<file path="config.mk">
export PLATFORM = sky130hd
export DESIGN_NAME = disp_scan_driver_flat
export DESIGN_NICKNAME = d
export VERILOG_FILES = /design/src/rtl/disp_scan_if.sv /design/src/rtl/disp_scan_driver.sv /design/src/flat_wrapper.sv
export SDC_FILE = /design/constraint.sdc
export NUM_CORES = 1
export LEC_CHECK = 0
export ABC_AREA = 1
export BUFFER_PORTS_ARGS = -buffer_cell sky130_fd_sc_hd__buf_2
export CAP_MARGIN = 20
export CORE_MARGIN = 3
export CORE_UTILIZATION = 48
export CTS_BUF_LIST = sky130_fd_sc_hd__clkbuf_8 sky130_fd_sc_hd__clkbuf_16
export CTS_CLUSTER_SIZE = 8
export DETAILED_ROUTE_END_ITERATION = 8
export PLACE_DENSITY_LB_ADDON = 0.1
export SYNTH_ARGS = -nofsm -noshare
export SYNTH_HDL_FRONTEND = slang
export SYNTH_SLANG_ARGS = --single-unit
</file>
<file path="constraint.sdc">
create_clock -name clk -period 2.05 [get_ports clk]
set_clock_uncertainty 0.2 [all_clocks]
set_input_delay 0.1025 -clock clk [delete_from_list [all_inputs] [get_ports clk]]
set_output_delay 0.1025 -clock clk [all_outputs]
set_load 0.005 [all_outputs]
</file>
<file path="src/rtl/disp_scan_if.sv">
// Bus between the alarm-clock core and the display/buzzer scan driver.
// All signals are plain levels; there is no valid/ready handshake on this bus.
interface disp_scan_if;
  logic [13:0] hours_disp;
  logic [13:0] mins_disp;
  logic        AM_PM_disp;
  logic        SPEAKER_OUT;
  logic [6:0]  seg;
  logic        dp;
  logic [3:0]  dig_en;
  logic        tone_out;
  logic [1:0]  scan_idx;   // debug view of the digit-slot state

  modport master (
    output hours_disp, mins_disp, AM_PM_disp, SPEAKER_OUT,
    input  seg, dp, dig_en, tone_out, scan_idx
  );

  modport slave (
    input  hours_disp, mins_disp, AM_PM_disp, SPEAKER_OUT,
    output seg, dp, dig_en, tone_out, scan_idx
  );
endinterface

</file>
<file path="src/rtl/disp_scan_driver.sv">
// Four-digit 7-segment scan driver with frame-synchronous shadow capture,
// leading-zero blanking, alarm blink and buzzer tone generation.
module disp_scan_driver #(
  parameter int         SCAN_DIV     = 1000,
  parameter int         BLINK_DIV    = 250000,
  parameter int         TONE_DIV     = 500,
  parameter logic [6:0] ZERO_PATTERN = 7'h3F
) (
  input  logic       clk,
  input  logic       reset,
  disp_scan_if.slave bus
);
  localparam int SW = (SCAN_DIV  > 1) ? $clog2(SCAN_DIV)  : 1;
  localparam int BW = (BLINK_DIV > 1) ? $clog2(BLINK_DIV) : 1;
  localparam int TW = (TONE_DIV  > 1) ? $clog2(TONE_DIV)  : 1;
  localparam logic [SW-1:0] PRESC_LAST = SW'(SCAN_DIV - 1);
  localparam logic [BW-1:0] BLINK_LAST = BW'(BLINK_DIV - 1);
  localparam logic [TW-1:0] TONE_LAST  = TW'(TONE_DIV - 1);

  typedef enum logic [1:0] {
    SLOT_MIN_U = 2'd0,
    SLOT_MIN_T = 2'd1,
    SLOT_HR_U  = 2'd2,
    SLOT_HR_T  = 2'd3
  } slot_t;

  slot_t         slot_q, slot_d;
  logic [SW-1:0] presc_q;
  logic          primed_q;
  logic [13:0]   sh_hours_q, sh_mins_q;
  logic          sh_ampm_q, sh_spk_q;
  logic [BW-1:0] blink_cnt_q;
  logic          blink_phase_q;
  logic [TW-1:0] tone_cnt_q;
  logic [6:0]    seg_q;
  logic          dp_q;
  logic [3:0]    dig_en_q;
  logic          tone_q;

  logic       presc_wrap, capture, blink_wrap, tone_wrap;
  logic [6:0] digit, seg_d;
  logic       dp_d;
  logic [3:0] dig_en_d;

  assign presc_wrap = (presc_q == PRESC_LAST);
  // The first live cycle also captures so the opening frame never shows reset shadows.
  assign capture    = (presc_wrap && slot_q == SLOT_HR_T) || !primed_q;
  assign blink_wrap = (blink_cnt_q == BLINK_LAST);
  assign tone_wrap  = (tone_cnt_q == TONE_LAST);

  always_comb begin
    slot_d = slot_q;
    if (presc_wrap) begin
      case (slot_q)
        SLOT_MIN_U: slot_d = SLOT_MIN_T;
        SLOT_MIN_T: slot_d = SLOT_HR_U;
        SLOT_HR_U:  slot_d = SLOT_HR_T;
        default:    slot_d = SLOT_MIN_U;
      endcase
    end
  end

  always_comb begin
    digit    = '0;
    seg_d    = '0;
    dp_d     = 1'b0;
    dig_en_d = '0;
    case (slot_q)
      SLOT_MIN_U: digit = sh_mins_q[6:0];
      SLOT_MIN_T: digit = sh_mins_q[13:7];
      SLOT_HR_U:  digit = sh_hours_q[6:0];
      default:    digit = sh_hours_q[13:7];
    endcase
    // presc==0 is the blank guard cycle between digits; it also masks blink.
    if (presc_q != '0) begin
      dig_en_d = 4'b0001 << slot_q;
      seg_d    = digit;
      dp_d     = (slot_q == SLOT_MIN_U) && sh_ampm_q;
      if (slot_q == SLOT_HR_T && digit == ZERO_PATTERN) seg_d = '0;
      if (!blink_phase_q) begin
        seg_d = '0;
        dp_d  = 1'b0;
      end
    end
  end

  always_ff @(posedge clk) begin
    if (reset) begin
      slot_q        <= SLOT_MIN_U;
      presc_q       <= '0;
      primed_q      <= 1'b0;
      sh_hours_q    <= '0;
      sh_mins_q     <= '0;
      sh_ampm_q     <= 1'b0;
      sh_spk_q      <= 1'b0;
      blink_cnt_q   <= '0;
      blink_phase_q <= 1'b1;
      tone_cnt_q    <= '0;
      seg_q         <= '0;
      dp_q          <= 1'b0;
      dig_en_q      <= '0;
      tone_q        <= 1'b0;
    end else begin
      slot_q   <= slot_d;
      presc_q  <= presc_wrap ? '0 : presc_q + 1'b1;
      primed_q <= 1'b1;
      if (capture) begin
        sh_hours_q <= bus.hours_disp;
        sh_mins_q  <= bus.mins_disp;
        sh_ampm_q  <= bus.AM_PM_disp;
        sh_spk_q   <= bus.SPEAKER_OUT;
      end
      seg_q    <= seg_d;
      dp_q     <= dp_d;
      dig_en_q <= dig_en_d;
      if (sh_spk_q) begin
        blink_cnt_q <= blink_wrap ? '0 : blink_cnt_q + 1'b1;
        if (blink_wrap) blink_phase_q <= ~blink_phase_q;
      end else begin
        blink_cnt_q   <= '0;
        blink_phase_q <= 1'b1;
      end
      // Tone follows the live speaker level, not the frame shadow.
      if (bus.SPEAKER_OUT) begin
        tone_cnt_q <= tone_wrap ? '0 : tone_cnt_q + 1'b1;
        if (tone_wrap) tone_q <= ~tone_q;
      end else begin
        tone_cnt_q <= '0;
        tone_q     <= 1'b0;
      end
    end
  end

  assign bus.seg      = seg_q;
  assign bus.dp       = dp_q;
  assign bus.dig_en   = dig_en_q;
  assign bus.tone_out = tone_q;
  assign bus.scan_idx = slot_q;
endmodule

</file>
<file path="src/flat_wrapper.sv">
// flat-port wrapper written by rule: the top's interface ports become plain ports
module disp_scan_driver_flat 
#(
  parameter int         SCAN_DIV     = 1000,
  parameter int         BLINK_DIV    = 250000,
  parameter int         TONE_DIV     = 500,
  parameter logic [6:0] ZERO_PATTERN = 7'h3F
)
  (clk, reset, bus_hours_disp, bus_mins_disp, bus_AM_PM_disp, bus_SPEAKER_OUT, bus_seg, bus_dp, bus_dig_en, bus_tone_out, bus_scan_idx);
  disp_scan_if bus_i ();
  input  logic clk;
  input  logic reset;
  input wire logic [$bits(bus_i.hours_disp)-1:0] bus_hours_disp;
  input wire logic [$bits(bus_i.mins_disp)-1:0] bus_mins_disp;
  input wire logic [$bits(bus_i.AM_PM_disp)-1:0] bus_AM_PM_disp;
  input wire logic [$bits(bus_i.SPEAKER_OUT)-1:0] bus_SPEAKER_OUT;
  output wire logic [$bits(bus_i.seg)-1:0] bus_seg;
  output wire logic [$bits(bus_i.dp)-1:0] bus_dp;
  output wire logic [$bits(bus_i.dig_en)-1:0] bus_dig_en;
  output wire logic [$bits(bus_i.tone_out)-1:0] bus_tone_out;
  output wire logic [$bits(bus_i.scan_idx)-1:0] bus_scan_idx;
  assign bus_i.hours_disp = bus_hours_disp;
  assign bus_i.mins_disp = bus_mins_disp;
  assign bus_i.AM_PM_disp = bus_AM_PM_disp;
  assign bus_i.SPEAKER_OUT = bus_SPEAKER_OUT;
  assign bus_seg = bus_i.seg;
  assign bus_dp = bus_i.dp;
  assign bus_dig_en = bus_i.dig_en;
  assign bus_tone_out = bus_i.tone_out;
  assign bus_scan_idx = bus_i.scan_idx;
  disp_scan_driver #(.SCAN_DIV(SCAN_DIV), .BLINK_DIV(BLINK_DIV), .TONE_DIV(TONE_DIV), .ZERO_PATTERN(ZERO_PATTERN)) u_core (.clk(clk), .reset(reset), .bus(bus_i));
endmodule
</file>
======== Word level (Yosys, flattened, before mapping) ========
Index checks and enable logic that the tools add are counted.
storage, ports and cells
  register bits ........................... 84
  output and inout bits ................... 15
cells by class
  add/sub/neg operators ................... 3
  equal/unequal tests ..................... 7
  shifts and indexed selects .............. 1
  muxes and demuxes ....................... 3
  bitwise logic cells ..................... 5
  reduce and logical (&&, ||, !) cells .... 15
operators with widths
  kind                     number
  $pmux W7 S3              1
  $add A18 B1 Y18 const B  1
  $eq A18 B18 Y1 const B   1
  $add A10 B1 Y10 const B  1
  $eq A10 B10 Y1 const B   1
  $reduce_bool A10 Y1      1
  $add A9 B1 Y9 const B    1
  $eq A9 B9 Y1 const B     1
  $reduce_or A3 Y1         3
  $reduce_or A2 Y1         4
  $eq A7 B6 Y1 const B     1
  $pmux W2 S3              1
  $not A1 Y1               5
  $eq A2 B2 Y1 const B     2
  $reduce_or A4 Y1         1
  $shl A1 B2 Y4 const A    1
  $logic_and A1 B1 Y1      3
  $eq A2 B1 Y1 const B     1
  $logic_not A2 Y1         1
  $logic_not A1 Y1         1
  $logic_or A1 B1 Y1       1
  $mux W1                  1

======== Logic depth before layout (Yosys ltp) ========
  depth after elaboration ................. 5
  mapped depth ............................ 11

======== Worst setup path after synthesis ========
No wires, ideal clock.
  kind .................................... flip-flop to flip-flop
  start point ............................. reg u_core.slot_q[0] (netlist: u_core.bus.scan_idx[0])
  end point ............................... reg u_core.seg_q[0] (netlist: u_core.bus.seg[0])
  setup time .............................. 0.064 ns
  arrival time ............................ 1.460 ns
  data required time ...................... 1.786 ns
  slack ................................... 0.326 ns
  stages on the path, launching flop included .. 11
  path buffers ............................ 1
  clock period less this slack ............ 1.724 ns
  cell sequence ........................... dfxtp_1 inv_1 ha_1 buf_2 nand2_1 nand2_1 o21ai_0 nor2_1 nand3_1 nand2_2 nor2_1
on the way
  longest elaborated chain between the ends .. 5
  elaborated cells on any way between the ends .. 8
ends and longest elaborated chain
  what                                        line                     text
  from (decl)                                 disp_scan_driver.sv:27   slot_t slot_q, slot_d;
  from (signal assigned)                      disp_scan_driver.sv:104  slot_q <= slot_d;
  $eq A2 B2 Y1, or another cell as far along  disp_scan_driver.sv:68   case (slot_q)
  $pmux W7 S3                                 disp_scan_driver.sv:68
  $eq A7 B6 Y1                                disp_scan_driver.sv:79   if (slot_q == SLOT_HR_T && digit == ZERO_PATTERN) seg_d = '0;
  $logic_and A1 B1 Y1                         disp_scan_driver.sv:79
  $reduce_or A4 Y1 (no source line)           n/a
  to (signal assigned)                        disp_scan_driver.sv:113  seg_q <= seg_d;
  to (decl)                                   disp_scan_driver.sv:35   logic [6:0] seg_q;
Several ways; a longest one is shown, not always the timed one.
A chain may end at the register's enable or synchronous reset.

======== Worst setup path in the final report ========
  start point ............................. reg u_core.slot_q[1] (netlist: u_core.bus.scan_idx[1])
  end point ............................... reg u_core.seg_q[4] (netlist: u_core.bus.seg[4])
The elaborated chain is that of the path after synthesis.

==> impl.org <==
** Clock tree
- Total clock buffers created by CTS :: 9
- At the later pin of the worst-skew pair, clock insertion delay measures about 0.35 ns.
- Htree depth :: 3
- # clock sinks :: 84
- No sink is reached through more buffers than the 2 on the longest clock path.
- Root Buffer :: clkbuf_8
- CTS tree :: built
- After clock tree synthesis, the clock-pin slew on the worst setup and hold paths is 0.08 ns.

** Floorplanning
- In this run the core area contains 31 standard-cell rows.
- The core region is 7330 um^2.
- The die is 93.5 um wide.
- Pin placement for this block handled between 40 and 50 I/O pins.
- The floorplan step set the die height to between 90 and 100 um.
- The floorplan step defined a die boundary enclosing 8740 um^2.
- Starting density of the core :: 50.1%

** Global route
- Entering global routing, the biggest net connects 31 pins.
- The first global-routing pass estimated about 14000 um of wire.
- In the global route stage, overall resource usage came out at 19.7%.
- Number of antenna violations at the first check in global routing :: 0
- The number of global-route vias before repair was roughly 3000.
- Global-route congestion overflow total :: 0

** Cells and area
- 0 antenna diodes ended up in the layout.
- The layout has approximately 680 filler cells.
- Synthesis-to-layout area growth :: 24.2%
- In the final layout, the share of cells above drive strength 1 is between 10% and 20%.
- Number of nets in the final layout :: just over 600
- The count of cells in the finished layout, fillers not included, comes to around 680.

** Route
- Total number of vias :: about 3300
- DRT antenna net count :: 0
- Wirelength, routed :: roughly 8300 um
- In the final routed layout, each cell accounts on average for approximately 12 um.
- Drc violations :: 0
- Detailed Route Iter0 Violations :: between 150 and 200
- Average vias per placed instance :: roughly 4.9
- First-pass iteration count of the detailed router :: 4

** Logic synthesis
- Async set-or-reset flop fraction in the synthesized netlist :: 0%
- In this run the mean area of a mapped cell was between 7 and 8 um^2.
- Sequential cell area fraction in the yosys report :: roughly 46%
- After synthesis, the most frequently instantiated cells are nand2_1 (106), dfxtp_1 (84), nand3_1 (53).
- Post-synth top area share :: around 46%
- Netlist area before placement :: ~3700 um^2
- Yosys printed 0 warnings.
- Among all flip-flop cells after synthesis, the most frequent one is dfxtp_1.
- Register bit total from synthesis :: 84
- Post-Synthesis Net Count :: around 530
- Leading cell types by total area after synthesis :: dfxtp_1 (46%), nand2_1 (11%), nand3_1 (7.2%)
- Count of unique library cells instantiated by Yosys :: 36
- Number of enable-type register cells in the synthesized netlist :: 0
- In the post-synthesis netlist, the cell with the most instances is nand2_1.
- Library cell with the largest summed area after synthesis :: dfxtp_1
- Post-synthesis cell count :: around 490

** Worst hold path
- Class of the worst hold path :: reg2reg

** Power and ir drop
- In this run the static leakage power is around 1.8 nW.
- Across the VDD grid, the largest voltage drop is 0.322 mV.
- Total power consumption of the routed design :: between 3 and 4 mW
- Power density over the cells :: between 600 and 700 nW/um^2

** Worst setup path
- The kind of cell with the highest combined delay along the critical path is simple AND/OR/NAND/NOR gates.
- Counting both buffers and inverters, the worst setup path holds a total of 1.
- For this run, the slowest stage of the critical path takes 0.39 ns.
- Most used cell along the critical path :: nor2_1
- Critical path endpoint category :: flip-flop
- Crit path max fanout :: 7
- Data arrival at the endpoint of the critical path :: roughly 1.9 ns
- Data on the critical path is required at its endpoint by between 2 and 2.5 ns.
- The worst setup path is of the reg2reg kind.
- Cell chain of the critical path :: ha_1 -> clkinvlp_4 -> or2_2 -> o21ai_1 -> nor2_1 -> nand3_1 -> nand2_2 -> nor2_1
- Launching element type of the critical path :: flip-flop
- The slowest stage of the critical path belongs to the cell dfxtp_2.

** STA
- Counting I/O delays and the setup requirement, the final critical path takes 1.85 ns.
- Setup repair after global routing missed its margin :: false
- In the final timing run, aggregate negative setup slack is 0 ns.
- The number of max-slew violations in the final report came to 0.
- Period utilization :: 90.4%
- On the final layout, the worst hold slack is between 0.2 and 0.3 ns.
- For this run, the top clock speed supported by timing is approximately 540 MHz.
- Final hold viol count :: 0
- Remaining max-slew budget at the tightest pin :: a little over 70%
- Count of final setup violators :: 0
- At the pin with the least slew margin, the transition time is between 0.4 and 0.5 ns.

** Run
- Max-cap violations in this run came to 0.

** Placement
- In this run the tool buffered the top-level ports with 46 buffer cells.
- Final HPWL DP :: 5710 um
- Placed cell count :: ~630
- The congestion estimate from routability-driven global placement came to just over 0.8.

** Status
- Status :: complete, no violations
per-layer routing:
metal	wire (um)	track usage (%)	part of all wire [%]	up-vias
li1	-	-	-	1752
met1	4150	27.2	50	1498
met2	3770	30.4	45	61
met3	340	4.18	4.1	10
met4	94	6.59	1.1	0
met5	0	0	0	-
timing repair:
item                                   in CTS  in global routing
endpoints found under the hold margin      34                  0
setup endpoints to repair                   0                  7
resized for setup                           0                  5
setup buffers                               0                  6
hold buffers                               31                  0
stage by stage:
stage / setup WS, ns / util, % / area, um^2
floorplan: 0.326 / - / 3680
global placement: 0.117 / 54.5 / 4000
detailed placement: 0.103 / 54.5 / 4000
CTS: 0.0609 / 61.6 / 4510
global route: 0.0238 / 62.3 / 4570
finish: 0.198 / 62.3 / 4570
power breakdown:
part	switching [mW]	leakage, nW	total [mW]	internal [mW]
combinational	0.113	1.05	0.226	0.113
sequential	0.0280	0.685	1.71	1.68
clock	0.566	0.106	1.24	0.671
total	0.707	1.84	3.17	2.46
cell type report:
cell class	count	area, um^2	area share [%]
Timing Repair Buffer	91	656	14.4
Inverter	42	161	3.53
Multi-Input combinational cell	346	1740	38.1
Clock buffer	9	124	2.71
Clock inverter	6	81.3	1.78
Tap cell	99	124	2.71
Sequential cell	84	1680	36.8
state kept, by name (all words and copies together) (netlist names), 2 cells and up:
register	flops
u_core.blink_cnt_q	18
u_core.bus.dig_en	4
u_core.bus.scan_idx	2
u_core.bus.seg	7
u_core.presc_q	10
u_core.sh_hours_q	14
u_core.sh_mins_q	14
u_core.tone_cnt_q	9
cells by family after synthesis:
group / after synthesis / share of synthesized area, %
XOR/XNOR: 11 / 2.62
AO/OA/AOI/OAI: 63 / 8.88
AND/OR/NAND/NOR: 264 / 32.9
buffers and inverters: 59 / 7.11
flip-flops: 84 / 45.7
adder cells (fa/ha/maj): 8 / 2.72
worst reg2reg max path, delay by kind of cell, from the launching register on:
family,cells,cell delay (ns)
AOI/OAI and AO/OA,1,0.15
and+or+nand+nor,5,0.65
buffers and inverters,1,0.16
DFF,1,0.39
adders and majority gates,1,0.23
worst paths after layout:
| kind | start | endpoint | slack (ns) | depth (start not counted) |
|---|---|---|---|---|
| hold / removal | u_core.blink_phase_q | u_core.blink_phase_q | 0.26 | 2 |
| setup / recovery | u_core.bus.scan_idx[1] | u_core.bus.seg[4] | 0.20 | 8 |
| setup reg to reg | u_core.bus.scan_idx[1] | u_core.bus.seg[4] | 0.20 | 8 |
| hold reg to reg | u_core.blink_phase_q | u_core.blink_phase_q | 0.26 | 2 |
placed cells by master, fill, tap and decap left out, types with 2 or more instances in the layout:
cell type / n
nor3b_1: 4
nand2_1: 106
buf_2: 46
ha_1: 6
bufinv_16: 2
nor2_1: 51
a21oi_1: 48
clkinv_2: 2
nor2_2: 11
nor3_1: 13
or2_0: 3
clkinvlp_4: 2
or2_2: 4
clkbuf_8: 9
nand2_2: 4
dlygate4sd3_1: 31
nand3_1: 53
ha_2: 2
nand4_1: 7
inv_1: 41
xor2_1: 10
dfxtp_1: 83
buf_4: 12
o21ai_0: 10
Note: power is estimated with default switching activity, not from simulation.
